### config.mk
export PLATFORM = sky130hd
export DESIGN_NAME = prescaled_mod_counter
export DESIGN_NICKNAME = d
export VERILOG_FILES = /design/src/rtl/prescaled_mod_counter.sv
export SDC_FILE = /design/constraint.sdc
export NUM_CORES = 1
export LEC_CHECK = 0
export ABC_AREA = 0
export BUFFER_PORTS_ARGS = -buffer_cell sky130_fd_sc_hd__buf_2
export CORE_MARGIN = 5
export CORE_UTILIZATION = 29
export DETAILED_ROUTE_END_ITERATION = 10
export SETUP_SLACK_MARGIN = 0.5
export SLEW_MARGIN = 10
export SYNTH_ARGS = -nofsm -noshare
export SYNTH_HDL_FRONTEND = slang
export SYNTH_SLANG_ARGS = --single-unit
### constraint.sdc
create_clock -name clk -period 2.4 [get_ports clk]
set_clock_uncertainty 0.2 [all_clocks]
set_input_delay 0.48 -clock clk [delete_from_list [all_inputs] [get_ports clk]]
set_output_delay 0.48 -clock clk [all_outputs]
set_load 0.005 [all_outputs]
### src/rtl/prescaled_mod_counter.sv
// Parametrised up/down modulo counter with prescaler, parallel load,
// wrap/saturate boundary handling, terminal-count pulse and sticky overflow.
module prescaled_mod_counter #(
  parameter int unsigned     WIDTH    = 8,
  parameter longint unsigned MODULUS  = 64'd1 << WIDTH,
  parameter int unsigned     PRESCALE = 1,
  parameter bit              SATURATE = 1'b0
) (
  input  logic             clk,
  input  logic             reset,
  input  logic             clr,
  input  logic             load,
  input  logic [WIDTH-1:0] load_val,
  input  logic             en,
  input  logic             up,
  input  logic             ovf_clr,
  output logic [WIDTH-1:0] q,
  output logic             tc,
  output logic             ovf
);

  localparam int unsigned      PW       = (PRESCALE > 1) ? $clog2(PRESCALE) : 1;
  // Top count held in WIDTH bits, so MODULUS = 2**WIDTH never needs a wider adder.
  localparam logic [WIDTH-1:0] MAX_Q    = WIDTH'(MODULUS - 64'd1);
  localparam logic [PW-1:0]    PRE_LAST = PW'(PRESCALE - 1);

  logic [WIDTH-1:0] q_q, q_d;
  logic [PW-1:0]    pre_q, pre_d;
  logic             tc_q, tc_d;
  logic             ovf_q, ovf_d;
  logic             step;
  logic             event_hit;

  always_comb begin
    q_d       = q_q;
    pre_d     = pre_q;
    step      = 1'b0;
    event_hit = 1'b0;
    if (clr) begin
      q_d   = '0;
      pre_d = '0;
    end else if (load) begin
      q_d   = (load_val > MAX_Q) ? MAX_Q : load_val;
      pre_d = '0;
    end else if (en) begin
      step  = (pre_q == PRE_LAST);
      pre_d = step ? '0 : pre_q + PW'(1);
      if (step) begin
        if (up) begin
          if (q_q < MAX_Q) begin
            q_d = q_q + WIDTH'(1);
          end else begin
            event_hit = 1'b1;
            q_d       = SATURATE ? MAX_Q : '0;
          end
        end else begin
          if (q_q != '0) begin
            q_d = q_q - WIDTH'(1);
          end else begin
            event_hit = 1'b1;
            q_d       = SATURATE ? '0 : MAX_Q;
          end
        end
      end
    end
    tc_d  = event_hit;
    // A boundary event on the same edge beats ovf_clr.
    ovf_d = event_hit ? 1'b1 : (ovf_clr ? 1'b0 : ovf_q);
  end

  always_ff @(posedge clk or posedge reset) begin
    if (reset) begin
      q_q   <= '0;
      pre_q <= '0;
      tc_q  <= 1'b0;
      ovf_q <= 1'b0;
    end else begin
      q_q   <= q_d;
      pre_q <= pre_d;
      tc_q  <= tc_d;
      ovf_q <= ovf_d;
    end
  end

  assign q   = q_q;
  assign tc  = tc_q;
  assign ovf = ovf_q;

endmodule

=== Yosys cells after proc, flatten, opt, wreduce, memory -nomap -nowiden ===
Cells that the tools add are included.

* Register bits after elaboration: 11
* Output and inout bits: 10
* Word-level logic and storage cells: 35

* $add $sub $neg: 3
* Magnitude comparators: 2
* Eq/ne operators: 1
* Muxes and demuxes: 21
* Reduce and logical (&&, ||, !) cells: 4

{| class="wikitable"
|+ Operators by type and width
! operator !! number
|-
| 8-bit 2-to-1 mux || 8
|-
| 1-bit 2-to-1 mux || 13
|-
| 8-bit by 1-bit adder with 8-bit output, second input constant || 1
|-
| 8-bit > comparator, second input constant || 1
|-
| 8-bit < comparator, second input constant || 1
|-
| 8-bit nonzero test || 1
|-
| 8-bit by 1-bit subtractor with 8-bit output, second input constant || 1
|-
| 3-bit inequality test, second input constant || 1
|-
| 3-bit nonzero test || 1
|-
| 2-bit AND reduction || 1
|-
| 2-bit nonzero test || 1
|-
| 1-bit adder, second input constant || 1
|}

=== Logic depth before layout (Yosys ltp) ===
Gate-level depths: netlist (run 1).

* Depth after elaboration: 8
* Depth in mapped cells: 6
* Depth with buffers taken out: 6

=== Least setup slack after synthesis (run 1) ===
No wires, ideal clock.

* Kind: register -> register
* Start: register q_q[0], in the netlist q[0]
* End: register q_q[2], in the netlist q[2]
* Data arrival time: 1,565 ps
* Required time: 2,079 ps
* Setup slack: 514 ps
* Cell stages (with the launch flop): 7
* Path buffers: 0
* Clock period less this slack: 1,886 ps
* Path through: dfrtp_1 > inv_1 > ha_1 > nand2b_1 > o41ai_4 > or3_1 > a32o_1

* Cells in the longest elaborated chain, start to end: 7

{| class="wikitable"
|+ RTL lines
! element !! line !! RTL
|-
| from (decl) || 27 || <nowiki>logic [WIDTH-1:0] q_q, q_d;</nowiki>
|-
| from (signal assigned) || 78 || <nowiki>q_q <= q_d;</nowiki>
|-
| 8-bit by 1-bit subtractor with 8-bit output, or another cell as far along || 58 || <nowiki>q_d = q_q - WIDTH'(1);</nowiki>
|-
| 8-bit 2-to-1 mux, on equally long branches || 57, 50 ||
|-
| 8-bit 2-to-1 mux (*) || 49 || <nowiki>if (up) begin</nowiki>
|-
| 8-bit 2-to-1 mux (*) || 48 || <nowiki>if (step) begin</nowiki>
|-
| 8-bit 2-to-1 mux (*) || 45 || <nowiki>end else if (en) begin</nowiki>
|-
| 8-bit 2-to-1 mux (*) || 42 || <nowiki>end else if (load) begin</nowiki>
|-
| 8-bit 2-to-1 mux (*) || 39 || <nowiki>if (clr) begin</nowiki>
|}

Every way passes the cells marked *; elsewhere a longest branch is shown, timed or not. The select of a mux whose other input is x is not followed.
A chain may end at the register's enable or synchronous reset.

=== Worst setup path in the final report (run 1) ===
* Start: register q_q[1], in the netlist q[1]
* End: register q_q[4], in the netlist q[4]

The elaborated chain is that of the path after synthesis.

==> summary.md, run 1 <==
| Metric | Value |
|---|---|
| Vias post-DR | 1,074 |
| Part of the cycle the worst path needs | 80.3% |
| HP Class | primary input to flop |
| First-pass GRT wire length | 4.79 mm |
| WP data required | 2.38 ns |
| Vias/cell | 5.54 |
| Final core utilization | 38.9% |
| Overall Global Routing Usage | 13.7% |
| Layout cell share with drive strength beyond 1 | 37.8% |
| Fillers | 343 |
| Wirelength per Cell | 15.6 um |
| Final slew viol count | 0 |
| P_int | 371 uW |
| Deepest clock path buffer count | 2 |
| Port Buffer Count | 24 |
| Worst hold start | load_val[6] |
| Standard-cell row count | 21 |
| Nets@finish | 167 |
| RR Endpoint | q[4]$_DFFE_PP0P_ |
| R2R cell count | 6 |
| Post-synth top flop | dfrtp_1 |
| Yosys warnings | 0 |
| Total core area | 3280 um2 |
| DPL Wire Length | 2.11 mm |
| Final setup violation count | 0 |
| Num Clock Sinks | 10 |
| Area of the mapped netlist | 970 um2 |
| Total leakage power | 0.602 nW |
| Distinct cells, synth | 48 |
| Maxcap violations | 0 |
| Slew headroom | 67.1% |
| Crit path DAT | 1.91 ns |
| Status | completed |
| RSZ-0062 raised after global routing | true |
| Worst hold endpoint | q[6]$_DFFE_PP0P_ |
| H-Tree Depth | 1 |
| Register-to-register setup slack | 0.47 ns |
| Syn_area_per_cell | 8.22 um2 |
| Synth Register Bits | 10 |
| Die area | 4600 um2 |
| TritonCTS clock tree | yes |
| Worst-Margin Slew | 0.493 ns |
| Number of enable flip-flop cells after synthesis | 0 |
| Die Wd | 67.8 um |
| Asr flop ratio synth | 100% |
| Syn Nets | 136 |
| Drt initial violations | 95 |
| Initial antenna violation count | 0 |
| Die Span Y | 67.8 um |
| Clk pwr share | 27.2% |
| Largest net degree at the start of global routing | 17 |
| Largest fanout on the critical path | 6 |
| Hold Fails Final Rpt | 0 |
| Switching Share | 34.7% |
| Layout area overhead | 31.6% |
| CP Launch Type | flop |
| CTS Buf Count | 3 |
| Clock latency on the worst-skew pair | 0.27 ns |
| DRT Wirelength | 3.03 mm |
| Pre-antenna DRT Iters | 4 |
| Cells after synthesis | 118 |
| Root buffer cell | clkbuf_4 |
| GPL Wtd Cong | 0.844 |
| Sw power | 198 uW |
| Worst setup EP type | flop |
| Seq/Total Area, Yosys | 25.8% |
| Setup TNS | 0 ns |
| Final Critical Period | 1.93 ns |
| WHS Path Cells | 3 |
| Maximum VDD drop | 0.248 mV |
| Area occupied by multi-input gates | 677 um2 |
| Critical R2R Launch | q[1]$_DFFE_PP0P_ |
| # diodes | 0 |
| Reg area | 255 um2 |
| Part of the power in registers | 35.9% |
| DR DRC count | 0 |
| Vias in the first global route | 1,021 |
| Ports | 25 |
| Clock-pin slew on the worst setup and hold paths | 0.07 ns |
| Combinational power share | 36.9% |
| Power Dens Cells | 446 nW/um2 |
| Fmax | 0.519 GHz |
| Critical path class | flop to flop |
| Total grt overflow | 0 |
| Initial Utilization | 29.5% |
| Routed Antenna Nets | 0 |
[kinds of logic after synthesis]
group / synth area share, %
AOI/OAI and AO/OA: 34.7
xor gates and xnor gates: 2.71
adders and majority gates: 3.87
buffers and inverters: 8.00
DFF: 25.8
muxes: 2.06
and+or+nand+nor: 22.8
[registers in the layout, summed over array words and instances, names as in the netlist]
signal  cells
ovf         1
q           8
tc          1
[layout make-up]
cell class	count	area share, %
sequential	10	20.0
tap	46	4.51
clock buffer	4	2.84
multi-input combinational	88	53.0
timing repair buffer	36	16.7
inverter	10	2.94
[critical path, stage by stage, from the launching register on]
cell,delay [ns]
dfrtp_2,0.45
inv_2,0.10
ha_1,0.24
nor3b_1,0.27
xor2_1,0.21
o221ai_2,0.14
a221oi_2,0.23
[per-layer routing]
| metal | up-vias | part of all wire, % | global-route usage (%) |
|---|---|---|---|
| met2 | 64 | 47 | 21.9 |
| met3 | 7 | 9.9 | 4.43 |
| met5 | - | 0 | 0 |
| met4 | 0 | 1.8 | 4.47 |
| li1 | 511 | - | - |
| met1 | 492 | 41 | 17.3 |
[repair_timing]
item / CTS / global route
setup buffers: 5 / 3
pin swaps: 1 / 5
hold buffers: 1 / 0
resized for setup: 9 / 3
setup endpoints to repair: 5 / 7
hold endpoints to repair: 10 / 0
[cells in the final DEF, fill, tap and decap left out, types with 3 or more instances in the layout]
| cell type | instances |
|---|---|
| o31ai_1 | 3 |
| inv_1 | 9 |
| buf_4 | 11 |
| buf_2 | 24 |
| o21ai_0 | 6 |
| nand3_1 | 4 |
| nor2_1 | 3 |
| dfrtp_2 | 4 |
| or3_1 | 3 |
| dfrtp_1 | 6 |
| nor3_1 | 3 |
| clkbuf_4 | 3 |
| a21oi_1 | 9 |
| and3_1 | 6 |
| nand2_1 | 4 |
[worst max-delay path by stage]
stage	start	end	cells after the start
global placement	q[0]$_DFFE_PP0P_	q[2]$_DFFE_PP0P_	6
floorplan	q[0]$_DFFE_PP0P_	q[2]$_DFFE_PP0P_	6
detailed placement	q[0]$_DFFE_PP0P_	q[2]$_DFFE_PP0P_	6
global route	q[1]$_DFFE_PP0P_	q[4]$_DFFE_PP0P_	6
CTS	q[1]$_DFFE_PP0P_	q[3]$_DFFE_PP0P_	6
finish	q[1]$_DFFE_PP0P_	q[4]$_DFFE_PP0P_	6
[cells in the mapped netlist (all sizes together), types with 3 or more instances]
master | number | area share [%]
dfrtp | 10 | 26
o41ai | 3 | 4.6
nand3 | 4 | 2.1
a21oi | 9 | 4.6
inv | 10 | 3.9
clkbuf | 7 | 2.7
a221oi | 3 | 3.4
nor2 | 3 | 1.2
nor3 | 3 | 1.5
ha | 3 | 3.9
o21ai | 6 | 3.1
or3 | 4 | 3.1
buf | 3 | 1.4
and3 | 6 | 3.9
o31ai | 3 | 2.3
nand2 | 4 | 1.5
[stage by stage]
stage | instances | power, mW | hold WS (ns) | setup slack (ns) | area [um2]
6_report | 194 | 0.569 | 0.213 | 0.474 | 1280
2_1_floorplan | 118 | 0.325 | 0.120 | 0.514 | 970
5_1_grt | 194 | 0.608 | 0.228 | 0.372 | 1280
4_1_cts | 191 | 0.562 | 0.204 | 0.487 | 1240
3_5_place_dp | 181 | 0.382 | 0.292 | 0.359 | 1130
3_3_place_gp | 181 | 0.380 | 0.283 | 0.366 | 1130
[power groups by stage]
stage | Sequential, mW | Clock, mW | Combinational [mW]
floorplan | 0.198 | 0 | 0.126
global placement | 0.207 | 0 | 0.173
detailed placement | 0.207 | 0 | 0.175
CTS | 0.203 | 0.163 | 0.197
global route | 0.206 | 0.173 | 0.229
finish | 0.204 | 0.155 | 0.210
(Power assumes the default switching activity.)
==> inputs of run 2 (changes only) <==
--- a/config.mk
+++ b/config.mk
@@ -5,7 +5,7 @@
 export SDC_FILE = /design/constraint.sdc
 export NUM_CORES = 1
 export LEC_CHECK = 0
-export ABC_AREA = 0
+export ABC_AREA = 1
 export BUFFER_PORTS_ARGS = -buffer_cell sky130_fd_sc_hd__buf_2
 export CORE_MARGIN = 5
 export CORE_UTILIZATION = 29
==> constraint.sdc (replaced) <==
create_clock -name clk -period 1.6 [get_ports clk]
set_clock_uncertainty 0.2 [all_clocks]
set_input_delay 0.32 -clock clk [delete_from_list [all_inputs] [get_ports clk]]
set_output_delay 0.32 -clock clk [all_outputs]
set_load 0.005 [all_outputs]
==> run 2 against run 1 <==
  * The run now ends with hold timing, setup timing left
  * Global-route usage decreased by 1.1 points
  * Sequential share of layout area decreased by 3.6 points
  * Critical path depth increased by 4
  * Count of clock-buffer cells in the layout unchanged
  * Critical path type unchanged
==> summary.md, run 2 <==
| Metric | Value |
|---|---|
| Drt initial violations | 58 |
| Asr flop ratio synth | 100% |
| Layout cell share with drive strength beyond 1 | 43.5% |
| Seq/Total Area, Yosys | 23.2% |
| Maxcap violations | 0 |
| Clock-pin slew on the worst setup and hold paths | 0.06 ns |
| Ranking of synthesized cells by area | dfrtp_1, nand2_1, nand3_1 |
| Maximum VDD drop | 0.463 mV |
| Failing checks | hold timing, setup timing |
| CTS Buf Count | 3 |
| Nets@finish | 226 |
| Die Wd | 71.0 um |
| Fillers | 396 |
| Yosys warnings | 0 |
| Status | complete, but fails checks |
| Area of the mapped netlist | 1080 um2 |
| Vias in the first global route | 1,124 |
| Worst setup EP type | flop |
| Number of enable flip-flop cells after synthesis | 0 |
| Cells after synthesis | 163 |
| TritonCTS clock tree | yes |
| Vias/cell | 4.54 |
| Pre-antenna DRT Iters | 4 |
| DPL Wire Length | 2.27 mm |
| Total grt overflow | 0 |
| WP data required | 1.53 ns |
| Root buffer cell | clkbuf_8 |
| HP Class | primary input to async pin |
| Fmax | 0.616 GHz |
| Critical path class | flop to flop |
| Routed Antenna Nets | 0 |
| Final slew viol count | 0 |
| Synth Area in Simple Gates | 53.1% |
| Crit path DAT | 1.56 ns |
| H-Tree Depth | 1 |
| Wirelength per Cell | 11.6 um |
| Synth Register Bits | 10 |
| Worst-Margin Slew | 0.410 ns |
| Max FFs per register | 8 |
| Layout area overhead | 45.0% |
| DRT Wirelength | 2.96 mm |
| Initial Utilization | 29.7% |
| Initial antenna violation count | 0 |
| XOR/XNOR Fraction of Synth Area | 0.811% |
| Die Span Y | 71.0 um |
| Largest net degree at the start of global routing | 11 |
| # diodes | 0 |
| Largest family of logic cells by synthesized area | simple AND/OR/NAND/NOR gates |
| # placed instances | 240 |
| Syn_area_per_cell | 6.62 um2 |
| Synth Area in Adders | 3.48% |
| First-pass GRT wire length | 5.09 mm |
| Most common cell in the synthesized netlist | nand2_1 |
| Largest fanout on the critical path | 6 |
| Clock latency on the worst-skew pair | 0.25 ns |
| Mux cell area share after synthesis | 0% |
| Distinct cells, synth | 25 |
| Deepest clock path buffer count | 2 |
| Num Clock Sinks | 10 |
| Post-synth top flop | dfrtp_1 |
| Final setup violation count | 3 |
| Standard-cell row count | 22 |
| CP Launch Type | flop |
| Part of the cycle the worst path needs | 101% |
| Placed Instance Area | 1340 um2 |
| Ports | 25 |
| Overall Global Routing Usage | 12.6% |
| DR DRC count | 0 |
| Most common cell after layout, fill and taps aside | nand2_1 |
| Final std cells w/o fill | 255 |
| Commonest non-fill, non-tap cells in the layout | nand2_1, nand3_1, buf_2 |
| Post-synth top area share | 23.2% |
| Commonest cells in the netlist | nand2_1, nand3_1, inv_1, dfrtp_1, nor2_1 |
| Total leakage power | 0.809 nW |
| Slew headroom | 72.6% |
| Vias post-DR | 1,158 |
| Design area | 1570 um2 |
| Power Dens Cells | 707 nW/um2 |
| Hold Fails Final Rpt | 10 |
| Syn Nets | 181 |
| Total core area | 3630 um2 |
| Port Buffer Count | 24 |
| R2R cell count | 10 |
| Setup TNS | -0.0274 ns |
| Hold WS | -0.150 ns |
| RSZ-0062 raised after global routing | true |
| Final Critical Period | 1.62 ns |
| Synth area leader | dfrtp_1 |
| Dpl ws | -0.0348 ns |
| Die area | 5040 um2 |
| Setup ws final | -0.0222 ns |
| GPL Wtd Cong | 0.798 |
| Post-synthesis compound-gate area fraction | 6.60% |
-- run 2: repair_timing --
item,CTS,global route
buffers inserted,10,1
pin swaps,6,9
endpoints found under the setup margin,20,20
gates resized for setup,13,7
endpoints found under the hold margin,10,10
-- run 2: power by group --
group | switching, mW | internal [mW] | leakage, nW
clock | 0.115 | 0.218 | 0.0288
sequential | 0.0403 | 0.275 | 0.126
combinational | 0.232 | 0.227 | 0.654
-- run 2: cell type report --
| cell class | count | area (um2) | area share, % |
|---|---|---|---|
| clock buffer | 4 | 55.1 | 3.52 |
| inverter | 17 | 66.3 | 4.24 |
| multi-input combinational | 129 | 747 | 47.7 |
| sequential | 10 | 256 | 16.4 |
| tap | 48 | 60.1 | 3.84 |
| timing repair buffer | 47 | 380 | 24.3 |
-- run 2: stage by stage --
stage	util (%)	power [mW]
finish	43.1	1.11
global route	43.1	1.18
CTS	42.1	1.09
detailed placement	36.7	0.695
global placement	36.7	0.696
floorplan	-	0.577
-- run 2: kinds of logic (layout without fill, tap and decap cells) --
| kind of cell | Yosys count | in the layout |
|---|---|---|
| AOI/OAI and AO/OA | 12 | 12 |
| xor gates and xnor gates | 1 | 1 |
| adders and majority gates | 3 | 3 |
| buffers and inverters | 24 | 68 |
| DFF | 10 | 10 |
| and+or+nand+nor | 113 | 113 |
-- run 2: worst paths after layout --
path | from | end | slack (ns)
min reg2reg | ovf$_DFFE_PP0P_ | ovf$_DFFE_PP0P_ | 0.34
max in group asynchronous | reset | q[4]$_DFFE_PP0P_ | 1.03
min | reset | tc$_DFF_PP0_ | -0.15
max | q[0]$_DFFE_PP0P_ | q[6]$_DFFE_PP0P_ | -0.02
min in group clk | ovf_clr | ovf$_DFFE_PP0P_ | 0.08
max reg2reg | q[0]$_DFFE_PP0P_ | q[6]$_DFFE_PP0P_ | -0.02
-- run 2: layer usage --
| layer | vias up | part of all wire [%] | track usage [%] | wire [um] |
|---|---|---|---|---|
| li1 | 603 | - | - | - |
| met4 | 0 | 0.57 | 2.09 | 17 |
| met2 | 20 | 47 | 20.8 | 1400 |
| met3 | 4 | 4.7 | 3.84 | 140 |
| met1 | 531 | 47 | 16.4 | 1400 |
| met5 | - | 0 | 0 | 0 |
-- run 2: worst max-delay path: stages (launching register included) --
cell and delay (ns):
dfrtp_2 0.45, inv_4 0.06, ha_4 0.16, nand2_4 0.06, nor2_4 0.04, nor2_4 0.19, nand3_1 0.09, nand2_1 0.08
nand2_1 0.06, nand2_1 0.06, nand2_1 0.04
==> inputs of run 3 (changes only) <==
--- a/config.mk
+++ b/config.mk
@@ -8,8 +8,11 @@
 export ABC_AREA = 1
 export BUFFER_PORTS_ARGS = -buffer_cell sky130_fd_sc_hd__buf_2
 export CORE_MARGIN = 5
-export CORE_UTILIZATION = 29
+export CORE_UTILIZATION = 48
 export DETAILED_ROUTE_END_ITERATION = 10
+export MAX_ROUTING_LAYER = met4
+export PLACE_DENSITY = 0.75
+export RECOVER_POWER = 50
 export SETUP_SLACK_MARGIN = 0.5
 export SLEW_MARGIN = 10
 export SYNTH_ARGS = -nofsm -noshare
==> run 3 against run 2 <==
  * The flow still finishes with violations (hold timing, setup timing)
  * Total power down 11%
  * Utilization rose by 28 points
  * First-iteration DRC count is 21% lower
  * Setup slack worse by 0.026 ns
  * Sequential cell count did not move
  * Sequential share of layout area is 0.43 points higher
==> summary.md, run 3 (synthesized netlist as in run 2, its figures left out) <==
| Metric | Value |
|---|---|
| Vias in the first global route | 1,276 |
| Overall Global Routing Usage | 21.3% |
| Wirelength per Cell | 13.9 um |
| Most common cell after layout, fill and taps aside | nand2_1 |
| Final slew viol count | 0 |
| Total core area | 2170 um2 |
| Maximum VDD drop | 0.610 mV |
| HP Class | primary input to async pin |
| Failing checks | hold timing, setup timing |
| Pre-antenna DRT Iters | 4 |
| First-pass GRT wire length | 5.49 mm |
| RSZ-0062 raised after global routing | true |
| GPL Wtd Cong | 0.907 |
| Layout cell share with drive strength beyond 1 | 45.6% |
| Total leakage power | 0.783 nW |
| Fillers | 184 |
| Vias post-DR | 1,248 |
| TritonCTS clock tree | yes |
| Die area | 3300 um2 |
| Worst setup EP type | primary output |
| Routed Antenna Nets | 0 |
| Clock-pin slew on the worst setup and hold paths | 0.07 ns |
| Die Span Y | 57.4 um |
| Hold WS | -0.163 ns |
| Vias/cell | 5.33 |
| CP Launch Type | flop |
| Critical path class | flop to primary output |
| DR DRC count | 0 |
| Slew headroom | 71.5% |
| # diodes | 0 |
| Fmax | 0.607 GHz |
| WP data required | 1.08 ns |
| Crit path DAT | 1.13 ns |
| Worst-Margin Slew | 0.427 ns |
| Max incr delay on CP | 0.47 ns |
| Slowest stage cell, crit path | dfrtp_2 |
| H-Tree Depth | 1 |
| Root buffer cell | clkbuf_4 |
| Nets@finish | 225 |
| Largest net degree at the start of global routing | 11 |
| Layout area overhead | 41.9% |
| Metal3 WL | 171 um |
| Max FFs per register | 8 |
| Commonest non-fill, non-tap cells in the layout | nand2_1, nand3_1, buf_2 |
| Part of the cycle the worst path needs | 103% |
| Final core utilization | 70.6% |
| Top sig layer | met4 |
| R2R cell count | 10 |
| Maxcap violations | 0 |
| Drt initial violations | 46 |
| Final std cells w/o fill | 234 |
| Num Clock Sinks | 10 |
| Met1 Wirelength | 1.26 mm |
| Final setup violation count | 5 |
| Die Wd | 57.4 um |
| Total grt overflow | 0 |
| Met2 WL | 1.73 mm |
| DPL Wire Length | 2.24 mm |
| Final Critical Period | 1.65 ns |
| CTS Buf Count | 3 |
| Cell chain of the critical path | buf_4, buf_6, buf_2 |
| Status | complete, but fails checks |
| Initial Utilization | 49.8% |
| Deepest clock path buffer count | 2 |
| Standard-cell row count | 17 |
| Power Dens Cells | 641 nW/um2 |
| Initial antenna violation count | 0 |
| Port Buffer Count | 24 |
| Setup ws final | -0.0484 ns |
| Dpl ws | -0.0541 ns |
| Hold Fails Final Rpt | 10 |
| # placed instances | 216 |
| Ports | 25 |
| DRT Wirelength | 3.25 mm |
| Clock latency on the worst-skew pair | 0.27 ns |
| Largest fanout on the critical path | 4 |
run 3: changes by cell type in the layout (fill, tap and decap cells not counted), sizes merged:
cell	delta
buf	-1
run 3: layout make-up:
class                   instances  area (um2)  area share (%)
clock buffers                   4        26.3            1.71
well taps                      28        35.0            2.29
flip-flops and latches         10         258            16.8
multi-input cells             129         785            51.2
repair buffers                 46         363            23.7
inverters                      17        66.3            4.33
run 3: layer usage:
layer,vias up,track usage (%)
li1,599,-
met2,50,36.9
met3,13,5.66
met4,0,8.94
met1,586,22.7
met5,-,-
run 3: path summary, 6_finish.rpt:
| kind | from | to | slack [ns] |
|---|---|---|---|
| min in group clk | ovf_clr | ovf$_DFFE_PP0P_ | 0.05 |
| worst max register to register | q[0]$_DFFE_PP0P_ | q[4]$_DFFE_PP0P_ | -0.02 |
| worst min-delay path | reset | q[2]$_DFFE_PP0P_ | -0.16 |
| max in group asynchronous | reset | q[5]$_DFFE_PP0P_ | 1.04 |
| worst max-delay path | q[0]$_DFFE_PP0P_ | q[0] | -0.05 |
| worst min register to register | ovf$_DFFE_PP0P_ | ovf$_DFFE_PP0P_ | 0.34 |
run 3: where the power goes:
part	switching [mW]	internal, mW	leakage (nW)
registers	0.0438	0.274	0.124
logic	0.250	0.224	0.644
clock network	0.0942	0.0967	0.0150
run 3: stage by stage:
| step | power, mW | cell area, um2 | setup TNS (ns) |
|---|---|---|---|
| final | 0.983 | 1530 | -0.111 |
| after global routing | 1.05 | 1530 | -0.674 |
| after CTS | 0.941 | 1440 | 0 |
| after detailed placement | 0.669 | 1250 | -0.126 |
| after global placement | 0.658 | 1250 | -0.00987 |
| after floorplan | 0.577 | 1110 | 0 |
run 3: worst max-delay path: cells and delay by family (launching register included):
family	cells	cell delay [ns]
buffers and inverters	3	0.39
DFF	1	0.47
run 3: what timing repair did:
action / CTS / global route
setup buffers: 8 / 6
hold endpoints to repair: 10 / 10
pin swaps: 7 / 6
resized for setup: 23 / 10
endpoints found under the setup margin: 20 / 20
